### config.mk
export PLATFORM = sky130hd
export DESIGN_NAME = stack_access_ctrl
export DESIGN_NICKNAME = d
export VERILOG_FILES = /design/src/rtl/stack_pkg.sv /design/src/rtl/stack_ram.sv /design/src/rtl/stack_access_ctrl.sv
export SDC_FILE = /design/constraint.sdc
export NUM_CORES = 2
export LEC_CHECK = 0
export BUFFER_PORTS_ARGS = -buffer_cell sky130_fd_sc_hd__buf_2
export CORE_ASPECT_RATIO = 1.2
export CORE_MARGIN = 2
export CORE_UTILIZATION = 45
export DETAILED_ROUTE_END_ITERATION = 10
export PLACE_DENSITY = 0.66
export SYNTH_ARGS = -nofsm -noshare
export SYNTH_HDL_FRONTEND = slang
export SYNTH_HIERARCHICAL = 1
export SYNTH_SLANG_ARGS = --single-unit
### constraint.sdc
create_clock -name CLK -period 5.72 [get_ports CLK]
set_clock_uncertainty 0.15 [all_clocks]
set_input_delay 1.144 -clock CLK [delete_from_list [all_inputs] [get_ports CLK]]
set_output_delay 1.144 -clock CLK [all_outputs]
set_load 0.02 [all_outputs]
### src/rtl/stack_pkg.sv
// Shared definitions for the stack access controller: request op codes and FSM state encoding.
package stack_pkg;

  localparam logic [1:0] OP_PUSH = 2'b00;
  localparam logic [1:0] OP_POP  = 2'b01;
  localparam logic [1:0] OP_PEEK = 2'b10;
  localparam logic [1:0] OP_SWAP = 2'b11;

  typedef enum logic [3:0] {
    ST_INIT,
    ST_IDLE,
    ST_PUSH_WR,
    ST_POP_RD,
    ST_PEEK_RD,
    ST_RD_RSP,
    ST_SW_RA,
    ST_SW_RB,
    ST_SW_WA,
    ST_SW_WB
  } state_t;

endpackage

### src/rtl/stack_ram.sv
// Single-port stack storage: synchronous write, registered read with one cycle of latency.
module stack_ram
  import stack_pkg::*;
#(
  parameter int unsigned DW    = 8,
  parameter int unsigned AW    = 8,
  parameter int unsigned DEPTH = 256
) (
  input  logic          CLK,
  input  logic          we,
  input  logic [AW-1:0] addr,
  input  logic [DW-1:0] wdata,
  output logic [DW-1:0] q
);

  logic [DW-1:0] mem [DEPTH];

  // Read returns the pre-write contents when the same address is written.
  always_ff @(posedge CLK) begin
    if (we) begin
      mem[addr] <= wdata;
    end
    q <= mem[addr];
  end

endmodule

### src/rtl/stack_access_ctrl.sv
// Client side of the StackPointer interface: sequences PUSH/POP/PEEK/SWAP, owns the stack RAM,
// tracks occupancy and raises sticky overflow/underflow flags.
module stack_access_ctrl
  import stack_pkg::*;
#(
  parameter int unsigned DW    = 8,
  parameter int unsigned AW    = 8,
  parameter int unsigned DEPTH = 256
) (
  input  logic          CLK,
  input  logic          RST,
  input  logic          op_valid,
  input  logic [1:0]    op_code,
  output logic          op_ready,
  input  logic [DW-1:0] wr_data,
  output logic [DW-1:0] rd_data,
  output logic          rd_valid,
  output logic          I_SP,
  output logic          D_SP,
  output logic [AW-1:0] SP_load_data,
  input  logic [AW-1:0] SP_address,
  output logic          ovf,
  output logic          unf,
  input  logic          err_clr
);

  localparam int unsigned CW = AW + 1;

  state_t        state;
  logic [CW-1:0] count;
  logic [DW-1:0] data_q;
  logic [DW-1:0] swap_b;

  logic          ram_we;
  logic [AW-1:0] ram_addr;
  logic [DW-1:0] ram_wdata;
  logic [DW-1:0] ram_q;

  assign SP_load_data = '0;

  // RAM port steering; SP_address already reads SP-1 while D_SP is asserted.
  always_comb begin
    ram_we    = 1'b0;
    ram_addr  = SP_address;
    ram_wdata = data_q;
    case (state)
      ST_PUSH_WR: ram_we = 1'b1;
      ST_PEEK_RD,
      ST_SW_RA:   ram_addr = SP_address - AW'(1);
      ST_SW_RB:   ram_addr = SP_address - AW'(2);
      ST_SW_WA: begin
        ram_we   = 1'b1;
        ram_addr = SP_address - AW'(2);
      end
      ST_SW_WB: begin
        ram_we    = 1'b1;
        ram_addr  = SP_address - AW'(1);
        ram_wdata = swap_b;
      end
      default: ;
    endcase
  end

  stack_ram #(
    .DW    (DW),
    .AW    (AW),
    .DEPTH (DEPTH)
  ) u_ram (
    .CLK   (CLK),
    .we    (ram_we),
    .addr  (ram_addr),
    .wdata (ram_wdata),
    .q     (ram_q)
  );

  // Sequencer; pointer controls are registered alongside the state they belong to.
  always_ff @(posedge CLK or posedge RST) begin
    if (RST) begin
      state    <= ST_INIT;
      count    <= '0;
      rd_data  <= '0;
      rd_valid <= 1'b0;
      ovf      <= 1'b0;
      unf      <= 1'b0;
      op_ready <= 1'b0;
      I_SP     <= 1'b1;
      D_SP     <= 1'b1;
      data_q   <= '0;
      swap_b   <= '0;
    end else begin
      rd_valid <= 1'b0;
      I_SP     <= 1'b0;
      D_SP     <= 1'b0;
      ovf      <= ovf & ~err_clr;
      unf      <= unf & ~err_clr;
      case (state)
        ST_INIT: begin
          state    <= ST_IDLE;
          op_ready <= 1'b1;
        end
        ST_IDLE: begin
          if (op_valid) begin
            data_q <= wr_data;
            case (op_code)
              OP_PUSH: begin
                if (count == CW'(DEPTH)) begin
                  ovf <= 1'b1;
                end else begin
                  state    <= ST_PUSH_WR;
                  op_ready <= 1'b0;
                  I_SP     <= 1'b1;
                end
              end
              OP_POP: begin
                if (count == '0) begin
                  unf <= 1'b1;
                end else begin
                  state    <= ST_POP_RD;
                  op_ready <= 1'b0;
                  D_SP     <= 1'b1;
                end
              end
              OP_PEEK: begin
                if (count == '0) begin
                  unf <= 1'b1;
                end else begin
                  state    <= ST_PEEK_RD;
                  op_ready <= 1'b0;
                end
              end
              OP_SWAP: begin
                if (count < CW'(2)) begin
                  unf <= 1'b1;
                end else begin
                  state    <= ST_SW_RA;
                  op_ready <= 1'b0;
                end
              end
            endcase
          end
        end
        ST_PUSH_WR: begin
          count    <= count + CW'(1);
          state    <= ST_IDLE;
          op_ready <= 1'b1;
        end
        ST_POP_RD: begin
          count <= count - CW'(1);
          state <= ST_RD_RSP;
        end
        ST_PEEK_RD: state <= ST_RD_RSP;
        ST_RD_RSP: begin
          rd_data  <= ram_q;
          rd_valid <= 1'b1;
          state    <= ST_IDLE;
          op_ready <= 1'b1;
        end
        ST_SW_RA: state <= ST_SW_RB;
        ST_SW_RB: begin
          data_q <= ram_q;
          state  <= ST_SW_WA;
        end
        ST_SW_WA: begin
          swap_b <= ram_q;
          state  <= ST_SW_WB;
        end
        ST_SW_WB: begin
          state    <= ST_IDLE;
          op_ready <= 1'b1;
        end
        default: begin
          state    <= ST_IDLE;
          op_ready <= 1'b1;
        end
      endcase
    end
  end

endmodule

Word level (Yosys, flattened, before mapping) --
Memories as Yosys holds them, arrays and structs flattened. A register that Yosys moved wholly into a read port is not among the register bits. Cells that the tools add are included. Widths: inputs -> output; s select.
Operators by class: bitwise gates (word level) 4, add/sub/neg operators 4, equal/unequal tests 19, magnitude comparators 1, mux-type cells 39, reductions and logical operators 13
Operator list (count):
- $pmux 8 s2 | 2
- $mux 1 | 24
- $mux 4 | 5
- $pmux 4 s5 | 1
- $pmux 9 s2 | 1
- $eq 4x3->1 const B | 4
- $mux 8 | 2
- $pmux 4 s4 | 1
- $ne 3x3->1 const B | 5
- $reduce_and 5->1 | 2
- $add 9x1->9 const B | 1
- $eq 9x9->1 const B | 1
- $logic_not 9->1 | 1
- $lt 9x2->1 const B | 1
- $sub 9x1->9 const B | 1
- $eq 4x2->1 const B | 2
- $eq 4x4->1 const B | 2
- $sub 8x1->8 const B | 1
- $sub 8x2->8 const B | 1
- $reduce_or 2->1 | 3
- $reduce_or 3->1 | 2
- $reduce_or 5->1 | 1
- $eq 2x2->1 const B | 2
- $eq 4x1->1 const B | 1
- other kinds (9) | 13
Word-level totals: flip-flop bits (word level) 43, memories kept 1, word-level logic and storage cells 92, RAM bits 2048
Memory list:
- u_ram.mem | depth 256, width 8, read ports 1, clocked after memory_dff 1, wr ports 1, line stack_ram.sv:16 | logic [DW-1:0] mem [DEPTH];

Depth between registers and ports, before layout --
word-level depth 6, depth in mapped cells 15, depth with buffers taken out 10

By module --
The synthesis kept the hierarchy.
By module, submodules not included:
- stack_ram | instances 1, sequential area each 61659.1 um^2, cells each 3547, area an instance 78492.8 um^2
- stack_access_ctrl | instances 1, sequential area each 1078.5 um^2, cells each 285, area an instance 2667.6 um^2

Worst setup path before layout --
OpenSTA, ideal clock, no wires.
kind register to register, start register state[1], end memory u_ram.mem[0][0], data pin, period minus slack after synthesis 5194 ps, stages on the path, launching flop included 5, setup slack 526 ps, path buffers 1, data required time 4749 ps, data arrival time 4223 ps, cell sequence dfrtp_1 buf_2 nor4b_2 nand2_1 nand2_1
On the way: cells in the longest elaborated chain, start to end 2
RTL lines:
- from (decl) | line stack_access_ctrl.sv:29 | state_t state;
- from (signal assigned) | line stack_access_ctrl.sv:79 | state <= ST_INIT;
- from (signal assigned) | line stack_access_ctrl.sv:98 | state <= ST_IDLE;
- from (signal assigned) | line stack_access_ctrl.sv:109 | state <= ST_PUSH_WR;
- $eq 4x4->1 | line stack_access_ctrl.sv:46 | case (state)
- $mux 8 | line stack_access_ctrl.sv:46
- net ram_wdata[0] | line stack_access_ctrl.sv:36 | logic [DW-1:0] ram_wdata;
- to (decl) | line stack_ram.sv:16
The timed path passes the listed nets, and every way through them passes these cells.

Worst setup path in the final report --
start register state[2], end register u_ram.q[3], read port of u_ram.mem
On the way: cells in the longest elaborated chain, start to end 3, elaborated cells on any way between the ends 8
RTL lines:
- $eq 4x3->1 / $eq 4x4->1 (equally long branches) | line stack_access_ctrl.sv:46
- $reduce_or 3->1 (no line) / $reduce_or 2->1 (equally long branches)
- $pmux 8 s2 * | line stack_access_ctrl.sv:46
- net ram_addr[0] | line stack_access_ctrl.sv:35 | logic [AW-1:0] ram_addr;
- to (decl) | line stack_ram.sv:13 | output logic [DW-1:0] q
Mark *: on every way through the listed nets, which the timed path passes. The rest lies on a longest branch. A chain may end at the register's enable or synchronous reset.

==> implementation parameters <==
Parameter                              Value

Routing
  Drt pass-1 iters    6
  Initial DRC count    4,743
  Antenna Violating Nets Remaining    0
  Final routed DRC violation total    0
  Via density per instance    6.00
  WL per Instance    just under 30 um
  Vias after detailed routing    just over 40,000
  Total wirelength of the detailed-routed design    approximately 200 mm

Logic synthesis
  Post-synth top area share    ~76%
  Synth Register Bits    approximately 2,100
  Sequential element share of the synthesized area    77.3%
  Most common cell in the netlist    sky130_fd_sc_hd__edfxtp_1
  Most area-hungry cell type in the Yosys netlist    sky130_fd_sc_hd__edfxtp_1
  Count of warnings emitted by yosys    6
  EDFF count, synth    2,048
  Primary FF master, synth    sky130_fd_sc_hd__edfxtp_1
  Synthesized instance count    3,832
  Summed instance area of the synthesized netlist    about 0.08 mm2
  Unique masters post-synth    63
  Share of flip-flops with an asynchronous set or reset after synthesis    under 10%
  Post-Syn Area per Cell    21.2 um2
  Leading post-synthesis cells by cell area    sky130_fd_sc_hd__edfxtp_1 76%, sky130_fd_sc_hd__mux4_2 14%, sky130_fd_sc_hd__a22oi_1 2.4%
  Leading post-synthesis cells by instance count    2,048 x sky130_fd_sc_hd__edfxtp_1, 512 x sky130_fd_sc_hd__mux4_2, 256 x sky130_fd_sc_hd__a22oi_1

Worst setup path
  Crit Path Category    reg2reg
  Worst path arrival time    ~6000 ps
  Critical path required time    6210 ps
  Element type at the critical path start    flop
  Crit-path max FO    48
  Crit. End Element    flop

Worst hold path
  Hold WC Path Type    in2async

GRT
  Remaining Overflow, GRT    0
  Wire length of the first global-routing pass    between 200 and 300 mm
  GRT Total Usage    about a fifth
  Vias in the first global route    between 40,000 and 50,000
  Number of antenna violations at the first check in global routing    2
  Largest net degree at the start of global routing    157

CTS
  CTS Sinks    between 2,000 and 2,500
  Root Driver    sky130_fd_sc_hd__clkbuf_16
  CTS Hold Buffers Added    0
  Number of setup buffers added after CTS    0
  Total clock buffers created by CTS    192
  Clock insertion delay at the later pin of the skew report    830 ps
  CTS H-Tree Depth    4
  Count of instances resized after the clock tree is built    0
  Clock edge transition at the registers on the reported setup and hold paths    60 ps
  TritonCTS clock tree    done
  Clk buf depth    3

Timing
  Number of hold violations in the final report    0
  Max Slew Vio Count    0
  Fmax    181 MHz
  Unrepaired setup endpoints after global routing    no
  Worst hold margin    301 ps
  Setup violations, final    0
  Max_slew headroom    ~8.6%
  Slew at the pin closest to its max-slew limit    1350 ps
  Share of the clock period used by the worst path    between 90% and 100%
  Minimum clock period    5530 ps

Die
  Die boundary height    469 um
  Number of standard-cell rows in the floorplan    between 150 and 200
  Starting utilization of the core area    45.3%
  Core region area    about 0.18 mm2
  Die span in x    392 um
  Count of pins on the block boundary    44
  Total die area    ~0.18 mm2

Status
  Run status    completed

Finish
  Number of fill cells    around 14,000
  Post-layout nets    4,239
  Final design area excluding fillers    0.0927 mm2
  Synth-to-layout area growth    14.2%
  Layout cell share with drive strength beyond 1    between 20% and 30%

Power and ir drop
  Power density cells    approximately 460 mW/mm2
  LEAKAGE    slightly below 30 nW
  VDD IR-drop max    ~400 uV

Placement
  GPL Wtd Cong    0.852
  Number of port buffers    35
  Detailed-placement wirelength estimate    123 mm
  Instance area after placement    0.0866 mm2

Flow run
  Max Cap Viol    0
## critical path, stage by stage, from the launching register on
cell                      delay [ps]
sky130_fd_sc_hd__dfrtp_1         650
sky130_fd_sc_hd__or3b_1          480
sky130_fd_sc_hd__and2_1          250
sky130_fd_sc_hd__xnor2_2         440
sky130_fd_sc_hd__buf_12          240
sky130_fd_sc_hd__buf_12          340
sky130_fd_sc_hd__buf_4           380
sky130_fd_sc_hd__mux4_2          550
sky130_fd_sc_hd__a22oi_1         260
sky130_fd_sc_hd__a21oi_1         210
sky130_fd_sc_hd__o41ai_1        1110
sky130_fd_sc_hd__nand4_1         170
## registers in the layout, summed over array words and instances (netlist names), 4 cells and up
register / cells
count: 9
data_q: 8
rd_data: 8
state: 4
swap_b: 8
u_ram/mem: 2048
u_ram/q: 8
## cell usage in the layout, fill, tap and decap left out, drive strengths merged, types with 23 or more instances in the layout
master,synthesis,layout
edfxtp,2048,2048
mux4,512,512
buf,101,417
a22oi,256,256
nor2,250,250
clkbuf,148,237
a21oi,145,145
nand2,90,90
clkinv,0,76
dfrtp,41,41
nor3,35,35
o41ai,32,32
inv,13,23
## worst paths after layout
kind,startpoint,end,slack [ps],cells past startpoint
setup reg to reg,state[2]$_DFFE_PP0P_,u_ram/q[3]$_DFF_P_,190,11
max in group asynchronous,RST,swap_b[3]$_DFFE_PP0P_,4730,3
hold / removal,RST,rd_data[4]$_DFFE_PP0P_,300,3
hold reg to reg,swap_b[4]$_DFFE_PP0P_,swap_b[4]$_DFFE_PP0P_,320,2
setup / recovery,state[2]$_DFFE_PP0P_,u_ram/q[3]$_DFF_P_,190,11
min in group CLK,swap_b[4]$_DFFE_PP0P_,swap_b[4]$_DFFE_PP0P_,320,2
## stage by stage
step | std cells | utilization [%] | power [mW] | setup TNS (ps) | setup slack [ps]
after CTS | 6759 | 51.8 | 42.7 | 0 | 107
after floorplan | 3839 | - | 27.0 | 0 | 526
after global routing | 6760 | 51.8 | 43.8 | 0 | 1.71
after detailed placement | 6415 | 48.4 | 30.2 | 0 | 59.8
final | 6760 | 51.8 | 42.4 | 0 | 193
after global placement | 6415 | 48.4 | 30.0 | -3.35 | -3.35
## layer usage
| layer | up-vias | global-route usage [%] | share of wire (%) |
|---|---|---|---|
| li1 | 16777 | - | - |
| met1 | 21677 | 29.1 | 39 |
| met2 | 1832 | 34.9 | 50 |
| met3 | 291 | 3.87 | 8.1 |
| met4 | 0 | 6.75 | 3.2 |
| met5 | - | 0 | 0 |
## area by class of cell
type | instances | area (um2) | area share [%]
diodes | 1 | 2.50 | 0.00270
clock buffers | 237 | 5070 | 5.47
clock inverters | 107 | 1010 | 1.09
inverters | 13 | 48.8 | 0.0526
multi-input cells | 1478 | 17300 | 18.7
flip-flops and latches | 2099 | 62700 | 67.7
well taps | 2408 | 3010 | 3.25
repair buffers | 417 | 3510 | 3.78
## cell families (layout without fill, tap and decap cells)
family	Yosys count	after routing	share of synthesized area [%]
flops	2099	2099	77.3
compound gates	467	467	3.92
xor+xnor	14	14	0.151
other cells	1	9	0.00462
buf+inv	262	774	1.55
mux	530	530	14.4
fa+ha+maj	16	16	0.256
simple gates	443	443	2.37
## where the power goes
| group | switching (mW) | internal [mW] |
|---|---|---|
| sequential | 0.172 | 19.7 |
| clock | 5.52 | 7.02 |
| combinational | 6.58 | 3.43 |
| total | 12.3 | 30.1 |
No activity file was read; power rests on OpenSTA's default activity.
